File: src/rtl/demux1x2_32bit_stream_if.sv
// Stream handshake bundle for the 1:2 word demux.
// Source, two sink handshakes and debug counters.
interface demux1x2_32bit_stream_if #(
  parameter int CNT_W = 16
);
  logic             in_valid;
  logic             in_ready;
  logic [31:0]      in_data;
  logic             in_sel;
  logic             out0_valid;
  logic             out0_ready;
  logic [31:0]      out0_data;
  logic             out1_valid;
  logic             out1_ready;
  logic [31:0]      out1_data;
  logic [CNT_W-1:0] cnt0;
  logic [CNT_W-1:0] cnt1;

  modport master (
    output in_valid, in_data, in_sel,
    output out0_ready, out1_ready,
    input  in_ready,
    input  out0_valid, out0_data,
    input  out1_valid, out1_data,
    input  cnt0, cnt1
  );

  modport slave (
    input  in_valid, in_data, in_sel,
    input  out0_ready, out1_ready,
    output in_ready,
    output out0_valid, out0_data,
    output out1_valid, out1_data,
    output cnt0, cnt1
  );
endinterface

File: src/rtl/demux1x2_32bit_stream.sv
// 1:2 word stream demux with a small FIFO per sink.
// Per-sink accepted-word counters for debug.
module demux1x2_32bit_stream #(
  parameter int DEPTH = 2,
  parameter int CNT_W = 16
) (
  input logic clk,
  input logic rst,
  demux1x2_32bit_stream_if.slave bus
);
  localparam int AW = (DEPTH > 1) ? $clog2(DEPTH) : 1;

  logic [31:0]      mem_q  [2][DEPTH];
  logic [AW-1:0]    wptr_q [2];
  logic [AW-1:0]    wptr_d [2];
  logic [AW-1:0]    rptr_q [2];
  logic [AW-1:0]    rptr_d [2];
  logic [AW:0]      occ_q  [2];
  logic [AW:0]      occ_d  [2];
  logic [CNT_W-1:0] cnt_q  [2];
  logic [CNT_W-1:0] cnt_d  [2];

  logic [1:0] full;
  logic [1:0] valid;
  logic [1:0] push;
  logic [1:0] pop;
  logic [1:0] rdy;
  logic       in_ready;

  assign rdy = {bus.out1_ready, bus.out0_ready};

  // Handshake decode and next-state for both FIFOs; no pop look-ahead on full.
  always_comb begin
    full     = '0;
    valid    = '0;
    push     = '0;
    pop      = '0;
    in_ready = 1'b0;
    for (int k = 0; k < 2; k++) begin
      full[k]  = (occ_q[k] == (AW+1)'(DEPTH));
      valid[k] = (occ_q[k] != '0);
    end
    in_ready = !full[bus.in_sel];
    for (int k = 0; k < 2; k++) begin
      push[k] = bus.in_valid && !full[k] && (bus.in_sel == 1'(k));
      pop[k]  = valid[k] && rdy[k];
      wptr_d[k] = push[k] ? wptr_q[k] + AW'(1) : wptr_q[k];
      rptr_d[k] = pop[k]  ? rptr_q[k] + AW'(1) : rptr_q[k];
      cnt_d[k]  = push[k] ? cnt_q[k] + CNT_W'(1) : cnt_q[k];
      unique case ({push[k], pop[k]})
        2'b10:   occ_d[k] = occ_q[k] + (AW+1)'(1);
        2'b01:   occ_d[k] = occ_q[k] - (AW+1)'(1);
        default: occ_d[k] = occ_q[k];
      endcase
    end
  end

  // Pointer, occupancy and counter state.
  always_ff @(posedge clk or posedge rst) begin
    if (rst) begin
      for (int k = 0; k < 2; k++) begin
        wptr_q[k] <= '0;
        rptr_q[k] <= '0;
        occ_q[k]  <= '0;
        cnt_q[k]  <= '0;
      end
    end else begin
      for (int k = 0; k < 2; k++) begin
        wptr_q[k] <= wptr_d[k];
        rptr_q[k] <= rptr_d[k];
        occ_q[k]  <= occ_d[k];
        cnt_q[k]  <= cnt_d[k];
      end
    end
  end

  // Word storage; cleared on reset so idle heads read as zero.
  always_ff @(posedge clk or posedge rst) begin
    if (rst) begin
      for (int k = 0; k < 2; k++)
        for (int e = 0; e < DEPTH; e++)
          mem_q[k][e] <= '0;
    end else begin
      for (int k = 0; k < 2; k++)
        if (push[k]) mem_q[k][wptr_q[k]] <= bus.in_data;
    end
  end

  assign bus.in_ready   = in_ready;
  assign bus.out0_valid = valid[0];
  assign bus.out1_valid = valid[1];
  assign bus.out0_data  = mem_q[0][rptr_q[0]];
  assign bus.out1_data  = mem_q[1][rptr_q[1]];
  assign bus.cnt0       = cnt_q[0];
  assign bus.cnt1       = cnt_q[1];
endmodule

File: src/flat_wrapper.sv
// flat-port wrapper written by rule: the top's interface ports become plain ports
module demux1x2_32bit_stream_flat 
#(
  parameter int DEPTH = 2,
  parameter int CNT_W = 16
)
  (clk, rst, bus_in_valid, bus_in_data, bus_in_sel, bus_out0_ready, bus_out1_ready, bus_in_ready, bus_out0_valid, bus_out0_data, bus_out1_valid, bus_out1_data, bus_cnt0, bus_cnt1);
  demux1x2_32bit_stream_if #(.CNT_W(CNT_W)) bus_i ();
  input logic clk;
  input logic rst;
  input wire logic [$bits(bus_i.in_valid)-1:0] bus_in_valid;
  input wire logic [$bits(bus_i.in_data)-1:0] bus_in_data;
  input wire logic [$bits(bus_i.in_sel)-1:0] bus_in_sel;
  input wire logic [$bits(bus_i.out0_ready)-1:0] bus_out0_ready;
  input wire logic [$bits(bus_i.out1_ready)-1:0] bus_out1_ready;
  output wire logic [$bits(bus_i.in_ready)-1:0] bus_in_ready;
  output wire logic [$bits(bus_i.out0_valid)-1:0] bus_out0_valid;
  output wire logic [$bits(bus_i.out0_data)-1:0] bus_out0_data;
  output wire logic [$bits(bus_i.out1_valid)-1:0] bus_out1_valid;
  output wire logic [$bits(bus_i.out1_data)-1:0] bus_out1_data;
  output wire logic [$bits(bus_i.cnt0)-1:0] bus_cnt0;
  output wire logic [$bits(bus_i.cnt1)-1:0] bus_cnt1;
  assign bus_i.in_valid = bus_in_valid;
  assign bus_i.in_data = bus_in_data;
  assign bus_i.in_sel = bus_in_sel;
  assign bus_i.out0_ready = bus_out0_ready;
  assign bus_i.out1_ready = bus_out1_ready;
  assign bus_in_ready = bus_i.in_ready;
  assign bus_out0_valid = bus_i.out0_valid;
  assign bus_out0_data = bus_i.out0_data;
  assign bus_out1_valid = bus_i.out1_valid;
  assign bus_out1_data = bus_i.out1_data;
  assign bus_cnt0 = bus_i.cnt0;
  assign bus_cnt1 = bus_i.cnt1;
  demux1x2_32bit_stream #(.DEPTH(DEPTH), .CNT_W(CNT_W)) u_core (.clk(clk), .rst(rst), .bus(bus_i));
endmodule
File: config.mk
export PLATFORM = sky130hd
export DESIGN_NAME = demux1x2_32bit_stream_flat
export DESIGN_NICKNAME = d
export VERILOG_FILES = /design/src/rtl/demux1x2_32bit_stream_if.sv /design/src/rtl/demux1x2_32bit_stream.sv /design/src/flat_wrapper.sv
export SDC_FILE = /design/constraint.sdc
export NUM_CORES = 1
export LEC_CHECK = 0
export ABC_CLOCK_PERIOD_IN_PS = 7600
export CAP_MARGIN = 20
export CORE_ASPECT_RATIO = 0.8
export CORE_MARGIN = 2
export CORE_UTILIZATION = 52
export DETAILED_ROUTE_END_ITERATION = 7
export GPL_TIMING_DRIVEN = 0
export PLACE_DENSITY = 0.79
export SLEW_MARGIN = 20
export SYNTH_ARGS = -nofsm -noshare
export SYNTH_HDL_FRONTEND = slang
export SYNTH_SLANG_ARGS = --single-unit
File: constraint.sdc
create_clock -name clk -period 7.6 [get_ports clk]
set_input_delay 1.52 -clock clk [delete_from_list [all_inputs] [get_ports clk]]
set_output_delay 1.52 -clock clk [all_outputs]
set_load 0.1 [all_outputs]
* After elaboration in Yosys (flattened, before gate mapping)
Cells that the tools add are included.
** Storage, ports and cells
- Flip-flop bits (word level) :: 168
- Latch bits :: 0
- Bits in writable memories :: 0
- ROM bits :: 0
- Bits of input ports :: 38
- Output and inout port bits :: 99
- Logic and storage cells :: 71
- Memories :: 0
** Operators by class
- $add $sub $neg :: 10
- $mul :: 0
- Div/mod/pow operators :: 0
- $lt $le $gt $ge :: 7
- Eq/ne operators :: 6
- Shift operators :: 0
- Muxes and demuxes :: 16
- Bitwise logic cells :: 5
- Reduce and logical (&&, ||, !) cells :: 15
** Operators by type and width (number)
- $mux 32 :: 8
- $bwmux 64 :: 2
- $demux 32 s1 :: 2
- $add 16x1->16 const B :: 2
- $eq 2x2->1 const B :: 4
- $ge 2x2->1 const B :: 4
- $logic_and 1x1->1 :: 8
- $not 1->2 :: 4
- $pmux 2 s2 :: 2
- $reduce_bool 2->1 :: 4
- $add 1x1->1 const B :: 4
- $add 2x1->2 const B :: 2
- $eq 2x1->1 const B :: 2
- $lt 2x1->1 const B :: 2
- $sub 2x1->2 const B :: 2
- $logic_not 1->1 :: 3
- $lt 1x2->1 const B :: 1
- $mux 1 :: 2
- $not 1->1 :: 1

* Logic depth before layout (Yosys ltp)
- Depth in word-level cells :: 6
- Gate-level depth with buffers :: 7
- Mapped depth without buffers :: 7

* Worst setup path after synthesis
Ideal clock, no wire load.
- Path kind :: input to output
- Start point :: input bus_in_sel
- End point :: output bus_in_ready
- Arrival :: 3.014 ns
- Setup slack :: 3.066 ns
- Stages :: 2
- Buffers on the path :: 0
- Cells stage by stage :: nor2_1 a21oi_1
** On the way
- Word-level cells in the longest chain between the ends :: 3
** RTL lines
- from (decl) :: line flat_wrapper.sv:13 : input wire logic [$bits(bus_i.in_sel)-1:0] bus_in_sel;
- $mux 1 (implied by the code) (2 in a row) :: line demux1x2_32bit_stream.sv:43 : in_ready = !full[bus.in_sel];
- $logic_not 1->1 :: line demux1x2_32bit_stream.sv:43
- to (decl) :: line flat_wrapper.sv:16 : output wire logic [$bits(bus_i.in_ready)-1:0] bus_in_ready;
Every way passes these cells. The select of a mux whose other input is x is not followed.

* Worst setup path in the final report
Same ends and word-level chain as after synthesis.

==> flow_summary.json <==
{
  "synth_compound_area_share_pct": 0.06843,
  "die_h_um": 110.1,
  "first_iter_violations": 156,
  "synth_top_family_by_area": "multiplexers",
  "start_util_pct": 53.59,
  "hold_buffers": 0,
  "post-dp-hpwl_um": 10550,
  "postSynth.asyncResetShare_pct": 100.0,
  "grt_use_total_pct": 22.29,
  "final_max_slew_viol_count": 0,
  "worst_clock_skew_ps": 8.730,
  "wl_per_cell_um": 17.95,
  "synthAdderAreaFrac_pct": 0.6843,
  "num_rows": 38,
  "synth-edff-count": 0,
  "die-area_um2": 15030,
  "arrival_ps": 3360,
  "synth_mux_area_share_pct": 29.56,
  "yosys_warnings": 0,
  "ant_nets": 0,
  "period_share_pct": 64.27,
  "hold_class": "reg -> reg",
  "finalCriticalPeriod_ps": 4885,
  "end_kind": "output port",
  "dp_cells": 822,
  "layout-drive-gt1-share_pct": 35.81,
  "nets": 703,
  "clock_sinks": 168,
  "design.core.area_um2": 13650,
  "synth_xor_area_share_pct": 4.790,
  "slew_headroom_pct": 30.34,
  "syn_to_final_growth_pct": 30.37,
  "io_buffer_count": 136,
  "antenna_found_initial": 0,
  "viasPerCell": 5.238,
  "numCtsBuffers": 17,
  "start_kind": "input pin",
  "netlist_area_um2": 7313,
  "setup_viol": 0,
  "ios": 137,
  "overflow": 0,
  "synth_top_area_share_pct": 57.49,
  "final_core_util_pct": 69.87,
  "final_area_um2": 9534,
  "dr.pass1.iters": 4,
  "grt_pass1_vias": 4770,
  "maxCapViolCount": 0,
  "ys_types": 32,
  "max_freq_mhz": 204.7,
  "outcome": "finished clean",
  "clock_path_buffers": 2,
  "ys_ff_latch": 168,
  "antenna_cells": 0,
  "finalHoldViolCount": 0,
  "crit_type": "in -> out",
  "rsz0062_at_grt": "no",
  "synth_area_leaders": "dfrtp_1, mux2_2, xnor2_1, xor2_1, nand2_1",
  "drcViolationCount": 0,
  "clockRootBuffer": "clkbuf_16",
  "grt_start_max_net_pins": 97,
  "fin_cells": 853,
  "clkTransAtPathRegs_ps": 60,
  "num-fill-cells": 918,
  "cts_tree": "built",
  "netlist_instances": 505,
  "yosys_most_used_dff": "dfrtp_1",
  "synth_commonest_cells": "mux2_2, dfrtp_1, nand2_1, xnor2_1, xor2_1",
  "gp_congestion": 0.7793,
  "dpl_cell_area_um2": 8935,
  "insertion_delay_ps": 420,
  "synthSimpleGateAreaFrac_pct": 5.543,
  "die-width_um": 136.6,
  "ctsResizeCount": 0,
  "grt_pass1_wl_um": 25230,
  "post_cts_buffers": 0,
  "synth.avg_cell_area_um2": 14.48,
  "yosysMostFrequentCell": "mux2_2",
  "ys_seq_area_share_pct": 57.49,
  "htree_levels": 4,
  "syn-num-nets": 547,
  "path_max_fanout": 4,
  "required_ps": 6080,
  "wl_um": 15310,
  "vias": 4468,
  "synth_top_cell_by_area": "dfrtp_1",
  "tightest_slew_ps": 1042
}
kinds of logic after synthesis:
| family | after synthesis |
|---|---|
| and+or+nand+nor | 75 |
| AOI/OAI and AO/OA | 1 |
| xor gates and xnor gates | 40 |
| buffers and inverters | 25 |
| DFF | 168 |
| muxes | 192 |
| adders and majority gates | 4 |
critical path: stages:
cell,delay (ps)
clkdlybuf4s50_1,520
nor2_1,60
a21oi_1,110
clkdlybuf4s50_1,1150
routing by layer:
layer | up-vias | GRT usage [%] | part of all wire [%]
met1 | 2267 | 29.77 | 46
met3 | 18 | 5.487 | 4.9
met4 | 0 | 7.143 | 1.1
met2 | 93 | 36.18 | 48
met5 | - | 0 | 0
li1 | 2090 | - | -
final cells by class:
class,count,area (um2),share of cell area (%)
flip-flops and latches,168,4204,44.09
multi-input cells,312,2973,31.18
repair buffers,137,1389,14.57
clock buffers,24,481.7,5.052
well taps,180,225.2,2.362
plain buffers,22,125.1,1.312
clock inverters,7,117.6,1.234
inverters,3,18.77,0.1969
path summary, 6_finish.rpt:
check / to / cells past startpoint / slack, ps / start
worst max-delay path: bus_in_ready / 4 / 2720 / bus_in_sel
min in group asynchronous: u_core.bus.cnt1[8] / 2 / 1540 / rst
worst max register to register: u_core.mem_q[48] / 6 / 5480 / u_core.occ_q[1]
worst min register to register: u_core.bus.cnt0[15] / 1 / 470 / u_core.bus.cnt0[15]
max in group asynchronous: u_core.mem_q[15] / 3 / 5230 / rst
worst min-delay path: u_core.bus.cnt0[15] / 1 / 470 / u_core.bus.cnt0[15]
sequential cells by signal, summed over array words and instances (netlist names):
name and flops:
u_core.mem_q 128, u_core.bus.cnt0 16, u_core.bus.cnt1 16, u_core.occ_q 4
u_core.rptr_q 2, u_core.wptr_q 2
per-stage QoR:
stage | setup TNS [ps] | worst slack, ps | hold slack, ps
final | 0 | 2715 | 470.6
after global routing | 0 | 2616 | 516.1
after floorplan | 0 | 1533 | 447.4
after CTS | 0 | 2710 | 475.3
after detailed placement | 0 | 2715 | 463.3
after global placement | -54580 | -334.1 | 459.9
placed cells by master (no fill, tap or decap):
| cell type | synthesis | routed |
|---|---|---|
| nand2b_1 | 1 | 1 |
| mux2_2 | 190 | 190 |
| nor4_2 | 1 | 1 |
| nor2b_1 | 2 | 2 |
| nand2_1 | 24 | 24 |
| buf_2 | 7 | 7 |
| and4b_1 | 1 | 1 |
| clkbuf_1 | 9 | 13 |
| clkbuf_16 | 0 | 17 |
| and2_4 | 1 | 1 |
| nor2_4 | 1 | 1 |
| and3_1 | 2 | 2 |
| nor3_1 | 4 | 4 |
| buf_16 | 0 | 1 |
| a21oi_1 | 1 | 1 |
| nor2_1 | 10 | 10 |
| nand3_1 | 6 | 6 |
| buf_4 | 3 | 3 |
| clkinv_2 | 0 | 1 |
| clkdlybuf4s50_1 | 0 | 136 |
| nand4_1 | 9 | 9 |
| bufinv_16 | 0 | 3 |
| or4b_1 | 1 | 1 |
| clkinv_1 | 1 | 1 |
| xor2_1 | 17 | 17 |
| xnor2_1 | 23 | 23 |
| ha_1 | 4 | 4 |
| and4_1 | 2 | 2 |
| buf_6 | 3 | 3 |
| or2_2 | 2 | 2 |
| nor3_2 | 2 | 2 |
| clkinvlp_4 | 0 | 3 |
| nor2_2 | 1 | 1 |
| clkbuf_8 | 0 | 3 |
| dfrtp_1 | 168 | 168 |
| mux2_1 | 2 | 2 |
| and2_1 | 5 | 5 |
| inv_8 | 0 | 1 |
| inv_2 | 1 | 1 |
Power is left out: the tool's default activity adds up to more than one toggle a clock period on the data nets, which glitch-free logic cannot reach.
